==> src/rtl/ws2811_pkg.sv <==
`default_nettype none
// ============================================================================
// Module      : ws2811_pkg
// Description : Shared helpers and encodings for the ws2811 frame sequencer:
//               log2 / frame-period derivation, FSM state codes and the
//               RGB field offsets inside the 24-bit pixel word.
// Revision    : 1.0 - initial release
// ============================================================================
package ws2811_pkg;

    // Smallest n such that 2**n >= value (0 for value <= 1).
    function automatic int log2_ceil(input int value);
        int result;
        result = 0;
        for (int i = 0; i < 31; i++) begin
            if ((1 << i) < value) begin
                result = i + 1;
            end
        end
        return result;
    endfunction

    // Clock cycles in one frame period.
    function automatic int frame_cycles(input int system_clock, input int frame_rate);
        return system_clock / frame_rate;
    endfunction

    // Width of a counter that spans 0..cycles-1, never narrower than 1 bit.
    function automatic int cycle_count_width(input int cycles);
        return (cycles > 1) ? log2_ceil(cycles) : 1;
    endfunction

    // Frame FSM encodings (binary).
    localparam int                   c_state_w  = 3;
    localparam logic [c_state_w-1:0] c_st_idle  = 3'd0;
    localparam logic [c_state_w-1:0] c_st_fetch = 3'd1;
    localparam logic [c_state_w-1:0] c_st_start = 3'd2;
    localparam logic [c_state_w-1:0] c_st_run   = 3'd3;
    localparam logic [c_state_w-1:0] c_st_done  = 3'd4;

    // Channel positions in the {R, G, B} pixel word.
    localparam int c_red_lsb   = 16;
    localparam int c_green_lsb = 8;
    localparam int c_blue_lsb  = 0;

endpackage
`default_nettype wire

==> src/rtl/ws2811_scale.sv <==
`default_nettype none
// ============================================================================
// Module      : ws2811_scale
// Description : One 8-bit colour channel scaled by global brightness:
//               scaled = (channel * (brightness + 1)) >> 8, registered.
//               Brightness 255 is identity, brightness 0 yields 0.
// Ports       : clk, reset (async, active-high), load (capture strobe),
//               brightness[7:0], channel[7:0] -> scaled[7:0]
// Revision    : 1.0 - initial release
// ============================================================================
module ws2811_scale (
    input  logic       clk,
    input  logic       reset,
    input  logic       load,
    input  logic [7:0] brightness,
    input  logic [7:0] channel,
    output logic [7:0] scaled
);

    logic [8:0]  w_factor;
    logic [15:0] w_product;
    logic [7:0]  w_scaled;
    logic [7:0]  r_scaled;

    // brightness + 1 needs 9 bits; 255 * 256 still fits in 16.
    assign w_factor  = {1'b0, brightness} + 9'd1;
    assign w_product = {8'd0, channel} * {7'd0, w_factor};
    assign w_scaled  = 8'(w_product >> 8);

    always_ff @(posedge clk or posedge reset) begin
        if (reset) begin
            r_scaled <= 8'd0;
        end else if (load) begin
            r_scaled <= w_scaled;
        end
    end

    assign scaled = r_scaled;

endmodule
`default_nettype wire

==> src/rtl/ws2811_frame_sequencer.sv <==
`default_nettype none
// ============================================================================
// Module      : ws2811_frame_sequencer
// Description : Frame-level controller for a ws2811 strip driver. Starts the
//               driver once per frame period, serves each driver data request
//               from a double-banked pixel RAM (1-cycle read latency) with
//               global brightness applied, and flips banks only at frame start.
// Ports       : clk, reset (async, active-high), enable, brightness[7:0],
//               swap_req / swap_ack, active_bank,
//               mem_rd_en / mem_rd_addr[ADDR_W:0] / mem_rd_data[23:0],
//               drv_start / drv_data_request / drv_sending,
//               drv_red / drv_green / drv_blue[7:0], frame_done, overrun
// Revision    : 1.0 - initial release
// ============================================================================
module ws2811_frame_sequencer
    import ws2811_pkg::*;
#(
    parameter int NUM_PIXELS   = 512,
    parameter int SYSTEM_CLOCK = 50000000,
    parameter int FRAME_RATE   = 50,
    parameter int ADDR_W       = log2_ceil(NUM_PIXELS)
) (
    input  logic              clk,
    input  logic              reset,
    input  logic              enable,
    input  logic [7:0]        brightness,
    input  logic              swap_req,
    output logic              swap_ack,
    output logic              active_bank,
    output logic              mem_rd_en,
    output logic [ADDR_W:0]   mem_rd_addr,
    input  logic [23:0]       mem_rd_data,
    output logic              drv_start,
    input  logic              drv_data_request,
    input  logic              drv_sending,
    output logic [7:0]        drv_red,
    output logic [7:0]        drv_green,
    output logic [7:0]        drv_blue,
    output logic              frame_done,
    output logic              overrun
);

    localparam int                  c_frame_cycles = frame_cycles(SYSTEM_CLOCK, FRAME_RATE);
    localparam int                  c_timer_w      = cycle_count_width(c_frame_cycles);
    localparam logic [c_timer_w-1:0] c_timer_last  = c_timer_w'(c_frame_cycles - 1);
    localparam logic [ADDR_W-1:0]   c_index_last   = ADDR_W'(NUM_PIXELS - 1);

    logic [c_timer_w-1:0] r_timer;
    logic [c_state_w-1:0] r_state;
    logic [c_state_w-1:0] w_next_state;
    logic [ADDR_W-1:0]    r_index;
    logic                 r_bank;
    logic                 r_swap_pending;
    logic                 r_swap_ack;
    logic                 r_overrun;
    logic [7:0]           r_bright;
    logic                 r_sending_q;
    logic                 r_fetch;      // read the freshly advanced index this cycle
    logic                 r_rd_valid;   // RAM data is valid this cycle

    logic                 w_tick;
    logic                 w_frame_start;
    logic                 w_bank_next;
    logic                 w_advance;
    logic                 w_rd_en;
    logic [ADDR_W:0]      w_rd_addr;
    logic                 w_drv_start;
    logic                 w_frame_done;

    assign w_tick        = (r_timer == c_timer_last);
    assign w_frame_start = (r_state == c_st_idle) && w_tick && enable;
    // The first read of a frame already targets the bank about to be shown.
    assign w_bank_next   = r_bank ^ r_swap_pending;
    assign w_advance     = (r_state == c_st_run) && drv_data_request && (r_index != c_index_last);

    // Free-running frame timer, independent of enable.
    always_ff @(posedge clk or posedge reset) begin
        if (reset) begin
            r_timer <= '0;
        end else if (w_tick) begin
            r_timer <= '0;
        end else begin
            r_timer <= r_timer + c_timer_w'(1);
        end
    end

    // FSM state register.
    always_ff @(posedge clk or posedge reset) begin
        if (reset) begin
            r_state <= c_st_idle;
        end else begin
            r_state <= w_next_state;
        end
    end

    // FSM next-state logic.
    always_comb begin
        w_next_state = r_state;
        case (r_state)
            c_st_idle:  if (w_tick && enable) w_next_state = c_st_fetch;
            c_st_fetch: w_next_state = c_st_start;
            c_st_start: w_next_state = c_st_run;
            c_st_run:   if (r_sending_q && !drv_sending) w_next_state = c_st_done;
            c_st_done:  w_next_state = c_st_idle;
            default:    w_next_state = c_st_idle;
        endcase
    end

    // FSM outputs. Pixel 0 is read in the starting IDLE cycle so that it is
    // scaled during FETCH; later pixels are read the cycle after the index moves.
    always_comb begin
        w_rd_en      = 1'b0;
        w_rd_addr    = '0;
        w_drv_start  = 1'b0;
        w_frame_done = 1'b0;
        case (r_state)
            c_st_idle: begin
                if (w_tick && enable) begin
                    w_rd_en   = 1'b1;
                    w_rd_addr = {w_bank_next, {ADDR_W{1'b0}}};
                end
            end
            c_st_start: w_drv_start  = 1'b1;
            c_st_done:  w_frame_done = 1'b1;
            default: ;
        endcase
        if (r_fetch) begin
            w_rd_en   = 1'b1;
            w_rd_addr = {r_bank, r_index};
        end
    end

    // Index, bank, brightness and status flags.
    always_ff @(posedge clk or posedge reset) begin
        if (reset) begin
            r_index        <= '0;
            r_bank         <= 1'b0;
            r_swap_pending <= 1'b0;
            r_swap_ack     <= 1'b0;
            r_overrun      <= 1'b0;
            r_bright       <= 8'd0;
            r_sending_q    <= 1'b0;
            r_fetch        <= 1'b0;
            r_rd_valid     <= 1'b0;
        end else begin
            r_swap_ack  <= 1'b0;
            r_fetch     <= 1'b0;
            r_rd_valid  <= w_rd_en;
            r_sending_q <= drv_sending;

            if (w_tick && (r_state != c_st_idle)) begin
                r_overrun <= 1'b1;
            end

            if (w_frame_start) begin
                r_bank     <= w_bank_next;
                r_swap_ack <= r_swap_pending;
                r_bright   <= brightness;
                r_index    <= '0;
            end else if (w_advance) begin
                r_index <= r_index + ADDR_W'(1);
                r_fetch <= 1'b1;
            end

            // A request arriving with the applying tick survives for the next frame.
            if (swap_req) begin
                r_swap_pending <= 1'b1;
            end else if (w_frame_start) begin
                r_swap_pending <= 1'b0;
            end
        end
    end

    ws2811_scale u_scale_red (
        .clk        (clk),
        .reset      (reset),
        .load       (r_rd_valid),
        .brightness (r_bright),
        .channel    (mem_rd_data[c_red_lsb +: 8]),
        .scaled     (drv_red)
    );

    ws2811_scale u_scale_green (
        .clk        (clk),
        .reset      (reset),
        .load       (r_rd_valid),
        .brightness (r_bright),
        .channel    (mem_rd_data[c_green_lsb +: 8]),
        .scaled     (drv_green)
    );

    ws2811_scale u_scale_blue (
        .clk        (clk),
        .reset      (reset),
        .load       (r_rd_valid),
        .brightness (r_bright),
        .channel    (mem_rd_data[c_blue_lsb +: 8]),
        .scaled     (drv_blue)
    );

    assign mem_rd_en   = w_rd_en;
    assign mem_rd_addr = w_rd_addr;
    assign drv_start   = w_drv_start;
    assign frame_done  = w_frame_done;
    assign swap_ack    = r_swap_ack;
    assign active_bank = r_bank;
    assign overrun     = r_overrun;

endmodule
`default_nettype wire
==> config.mk <==
export PLATFORM = sky130hd
export DESIGN_NAME = ws2811_frame_sequencer
export DESIGN_NICKNAME = d
export VERILOG_FILES = /design/src/rtl/ws2811_pkg.sv /design/src/rtl/ws2811_scale.sv /design/src/rtl/ws2811_frame_sequencer.sv
export SDC_FILE = /design/constraint.sdc
export NUM_CORES = 1
export LEC_CHECK = 0
export ABC_AREA = 0
export BUFFER_PORTS_ARGS = -buffer_cell sky130_fd_sc_hd__buf_2
export CAP_MARGIN = 20
export CELL_PAD_IN_SITES_DETAIL_PLACEMENT = 0
export CELL_PAD_IN_SITES_GLOBAL_PLACEMENT = 1
export CORE_MARGIN = 5
export CORE_UTILIZATION = 40
export DETAILED_ROUTE_END_ITERATION = 8
export PLACE_DENSITY_LB_ADDON = 0.1
export SLEW_MARGIN = 10
export SYNTH_ARGS = -nofsm -noshare
export SYNTH_HDL_FRONTEND = slang
export SYNTH_SLANG_ARGS = --single-unit
==> constraint.sdc <==
create_clock -name clk -period 10.44 [get_ports clk]
set_input_delay 2.61 -clock clk [delete_from_list [all_inputs] [get_ports clk]]
set_output_delay 2.61 -clock clk [all_outputs]
set_load 0.05 [all_outputs]
Yosys cells after proc, flatten, opt, wreduce, memory -nomap -nowiden:

Index checks and enable logic that the tools add are counted.

* equal/unequal tests: 8
* $add $sub $neg: 3
* muxes and demuxes: 19
* multiply operators: 3
* reductions and logical operators: 13
* bitwise gates (word level): 1

Operators by type and width (count)
* 8-bit by 9-bit multiplier with 16-bit output: 3
* 10-bit two-way mux: 3
* 20-bit by 1-bit adder with 20-bit output (second input constant): 1
* 20-bit equality test (second input constant): 1
* 20-bit two-way mux: 1
* 9-bit two-way mux: 2
* 3-bit one-hot mux with 4 select lines: 1
* 1-bit two-way mux: 10
* 8-bit by 1-bit adder with 9-bit output (second input constant): 1
* 9-bit by 1-bit adder with 9-bit output (second input constant): 1
* 9-bit != test (second input constant): 1
* 1-bit logical AND: 7
* 3-bit by 2-bit equality test with 1-bit output (second input constant): 2
* 3-bit two-way mux: 2
* 2-bit by 1-bit != test with 1-bit output (second input constant): 2
* 2-bit nonzero test: 2
* 3-bit by 1-bit equality test with 1-bit output (second input constant): 1
* 3-bit equality test (second input constant): 1
* 3-bit logical NOT: 1
* 3-bit nonzero test: 1
* 2-bit AND reduction: 1
* 1-bit logical NOT: 1
* 1-bit XOR: 1

* input bits: 38
* word-level logic and storage cells: 61
* output and inout port bits: 40
* register bits after elaboration: 71

Depth between registers and ports, before layout:

* depth after elaboration: 5
* gate-level depth with buffers: 19
* mapped depth without buffers: 18

Hierarchy:

A second synthesis with hierarchy kept.

* cells, all modules: 1038
* area total of the unflattened synthesis: 9979.6 sq um

Modules (own cells, without submodules)
* ws2811_scale (u_scale_green): times used 1, seq. area each 200.2 sq um, area an instance 2702.6 sq um, cells each 291
* ws2811_scale (u_scale_red): times used 1, seq. area each 200.2 sq um, area an instance 2566.2 sq um, cells each 275
* ws2811_scale (u_scale_blue): times used 1, seq. area each 200.2 sq um, area an instance 2498.6 sq um, cells each 265
* ws2811_frame_sequencer: times used 1, seq. area each 1176.1 sq um, area an instance 2212.1 sq um, cells each 207

Worst setup path before layout:

Ideal clock, no wire load.

* path type: in2reg
* from: in mem_rd_data[7]
* to: reg u_scale_blue.r_scaled[7], in the netlist u_scale_blue.scaled[7]
* arrival: 6.353 ns
* data required time: 10.309 ns
* path buffers: 0
* stages: 13
* setup time: 0.131 ns
* setup slack: 3.955 ns
* cells stage by stage: and2_1 fa_1 fa_1 fa_1 inv_1 fa_1 inv_1 ha_1 nor3_1 o31ai_1 a31oi_1 nor4_1 or3_1

* word-level cells in the longest chain between the ends: 1

Ends and longest elaborated chain
* start, declared: line ws2811_frame_sequencer.sv:32 `input logic [23:0] mem_rd_data,`
* 8-bit by 9-bit multiplier with 16-bit output: line ws2811_scale.sv:27 `assign w_product = {8'd0, channel} * {7'd0, w_factor};`
* end signal, assigned: line ws2811_scale.sv:34 `r_scaled <= w_scaled;`
* end, declared: line ws2811_scale.sv:23 `logic [7:0] r_scaled;`

No other way between the ends.
A chain may end at the register's enable or synchronous reset.

Worst setup path after layout:

Ends and elaborated chain as after synthesis.

==> impl_metrics.csv <==
group,metric,value,unit
cts,cts-root-buf,"clkbuf_16",
floorplan,dieHeight,165,µm
yosys,synth_top_flop_cell,"dfrtp_1",
power,p_total,834,µW
power,leakage,5.68,nW
drt,drtIter0Drc,308,
yosys,yosys.cell_types.count,64,
power,p_sw_share,35.5,%
placed_design,dp_hpwl,17400,µm
floorplan,start_util,40.9,%
power,seqPwrFrac,38.6,%
cells_and_area,drive_above_1_share,12.0,%
drt,dr_total_vias,7180,
worst_hold_path,min_path_type,"reg2reg",
power,clockPowerShare,37.1,%
yosys,async_flop_share,100,%
cts,cts_setup_buffers,0,
floorplan,die_area,27400,µm²
floorplan,boundaryPins,78,
cts,cts_sinks,71,
yosys,synth_cells,1044,
global_route,globalRouteTotalUtil,17.3,%
critical_path,critPathLaunchType,"primary input",
cts,cts_hold_buf,0,
sta,max_freq,0.149,GHz
critical_path,end_kind,"register",
cts,clockBufferDepth,2,
yosys,netlist_area,9670,µm²
global_route,antenna_found_initial,0,
yosys,yosysTopAreaCellShare,24.9,%
power,p_switching,296,µW
drt,drtAntennaViolNets,0,
global_route,grt_first_pass_wirelength,37900,µm
run_status,status,"finished, final reports clean",
floorplan,design.core.area,23600,µm²
sta,final.min_clock_period,6700,ps
power,pwr-share-comb,24.3,%
yosys,synth_area_leaders,"fa_1 25%, dfrtp_1 18%, ha_1 13%",
yosys,synth_nets,1302,
drt,post_drt_wl_per_cell,15.4,µm
sta,setup_ws,3740,ps
cts,cts_made_buffers,9,
cts,cts_tree,"yes",
power,power_density,77.8,nW/µm²
cts,clk_latency,330,ps
cts,ctsResizeCount,0,
cells_and_area,fill_cells,2376,
sta,finalClockSkew,7.60,ps
yosys,synth-seq-cells,71,
yosys,ys_seq_area_share,18.4,%
drt,dr.pass1.iters,5,
drt,drc,0,
cells_and_area,nets,1374,
yosys,synth_top_area_cell,"fa_1",
critical_path,crit_fanout,9,
sta,tightest_slew,948,ps
floorplan,rows,56,
sta,tns,0,ps
global_route,grt_max_degree,72,
placed_design,gp_congestion,0.775,
critical_path,crit_required,10650,ps
run,cap_violations,0,
floorplan,die_width,165,µm
cells_and_area,area_growth,10.9,%
sta,slew_viol_final,0,
cts,clkSlewWorstSetupHoldPaths,60,ps
cts,cts.htree.levels,3,
sta,hold_violations,0,
yosys,syn_avg_cell_area,9.26,µm²
global_route,grt_pass1_vias,7426,
yosys,synth-edff-count,0,
power,internal_power,538,µW
yosys,yosysWarnings,0,
cells_and_area,num_antenna_cells,0,
drt,avgViaCountPerCell,4.99,
yosys,synth_common_cells,"181 x inv_1, 147 x and2_1, 120 x fa_1",
sta,relSlewSlack,36.8,%
placed_design,dp_slack,3350,ps
sta,setup_viol,0,
placed_design,port_buffers,77,
power,ir_drop,94.9,µV
critical_path,cp.arrival,6900,ps
sta,fin_crit_sh,64.1,%
critical_path,crit_type,"in2reg",
drt,wirelength,22200,µm
global_route,grt-ovfl-total,0,
yosys,yosysMostFrequentCell,"inv_1",
sta,grt_setup_unrepaired,"false",
## registers in the layout, indices dropped and copies added (netlist names)
name	cells
r_state	3
r_fetch	1
swap_ack	1
u_scale_red.scaled	8
r_index	9
r_timer	20
r_sending_q	1
u_scale_blue.scaled	8
r_swap_pending	1
active_bank	1
r_rd_valid	1
overrun	1
r_bright	8
u_scale_green.scaled	8
## metal layers
layer	wire, µm	vias up	part of all wire (%)	global-route usage, %
met1	11200	3542	50	26.0
met4	169	0	0.76	2.92
met3	1210	10	5.5	3.03
li1	-	3495	-	-
met5	0	-	0	0
met2	9640	133	43	26.6
## critical path: stages
cell	delay (ps)
buf_2	180
nand2b_1	110
fa_1	510
fa_1	540
inv_1	50
fa_1	510
fa_1	490
ha_1	210
a2111oi_0	380
o21ai_1	220
a31oi_1	580
nor4_1	120
or3_1	380
## metrics by stage
stage / std cells / cell area, µm² / hold WS, ps / util (%)
global route: 1440 / 10700 / 472 / 45.4
global placement: 1424 / 10400 / 441 / 44.1
CTS: 1440 / 10700 / 455 / 45.4
detailed placement: 1424 / 10400 / 446 / 44.1
finish: 1440 / 10700 / 451 / 45.4
floorplan: 1044 / 9670 / 424 / -
## final cells by class
type	count	area, µm²	area share (%)
clock inverter	7	72.6	0.677
clock buffer	9	225	2.10
tap	319	399	3.72
inverter	181	681	6.35
timing repair buffer	90	483	4.51
sequential	71	1780	16.6
multi-input combinational	763	7080	66.1
## layout by cell type (no fill, tap or decap), types with 4 or more instances in the layout
cell       synthesis  final
inv_1            181    180
and2_1           147    147
fa_1             120    120
ha_1             100    100
nand2_1           88     88
buf_2              0     77
dfrtp_1           71     71
nor2_1            35     35
xnor2_1           31     31
nand3_1           30     30
nor2b_1           18     18
nor3_1            17     17
xor2_1            15     15
o21ai_0           15     15
buf_4              1     13
a21oi_1           12     12
a31oi_1            9      9
mux2_2             9      9
clkbuf_16          0      9
nand4_1            8      8
mux2_4             8      8
or3_1              6      6
a21o_1             6      6
nand3b_1           6      6
a22oi_1            6      6
and3_1             6      6
nand2b_1           5      5
o2111ai_1          5      5
nand4b_1           4      4
o211ai_1           4      4
## power by group through the flow
stage | Clock [mW] | Combinational (mW) | Sequential [mW]
after floorplan | 0 | 0.132 | 0.333
after global placement | 0 | 0.204 | 0.327
after detailed placement | 0 | 0.204 | 0.326
after CTS | 0.323 | 0.205 | 0.323
after global routing | 0.334 | 0.224 | 0.327
final | 0.309 | 0.202 | 0.322
## cells by family after synthesis
logic type	Yosys count	share of synthesized area, %
AOI/OAI and AO/OA	90	6.73
xor gates and xnor gates	46	4.17
adders and majority gates	220	37.8
buffers and inverters	210	8.36
DFF	71	18.4
muxes	19	2.50
and+or+nand+nor	388	22.1
## final timing paths
path / endpoint / start / cells past startpoint / slack [ps]
worst max-delay path: u_scale_blue.scaled[7]$_DFFE_PP0P_ / mem_rd_data[7] / 13 / 3740
worst min-delay path: r_timer[0]$_DFF_PP0_ / r_timer[0]$_DFF_PP0_ / 1 / 450
worst max register to register: u_scale_red.scaled[3]$_DFFE_PP0P_ / r_bright[0]$_DFFE_PP0P_ / 19 / 4330
worst min register to register: r_timer[0]$_DFF_PP0_ / r_timer[0]$_DFF_PP0_ / 1 / 450
max in group asynchronous: u_scale_blue.scaled[3]$_DFFE_PP0P_ / reset / 3 / 7260
min in group asynchronous: overrun$_DFFE_PP0P_ / reset / 3 / 2560
No activity file was read; power rests on OpenSTA's default activity.
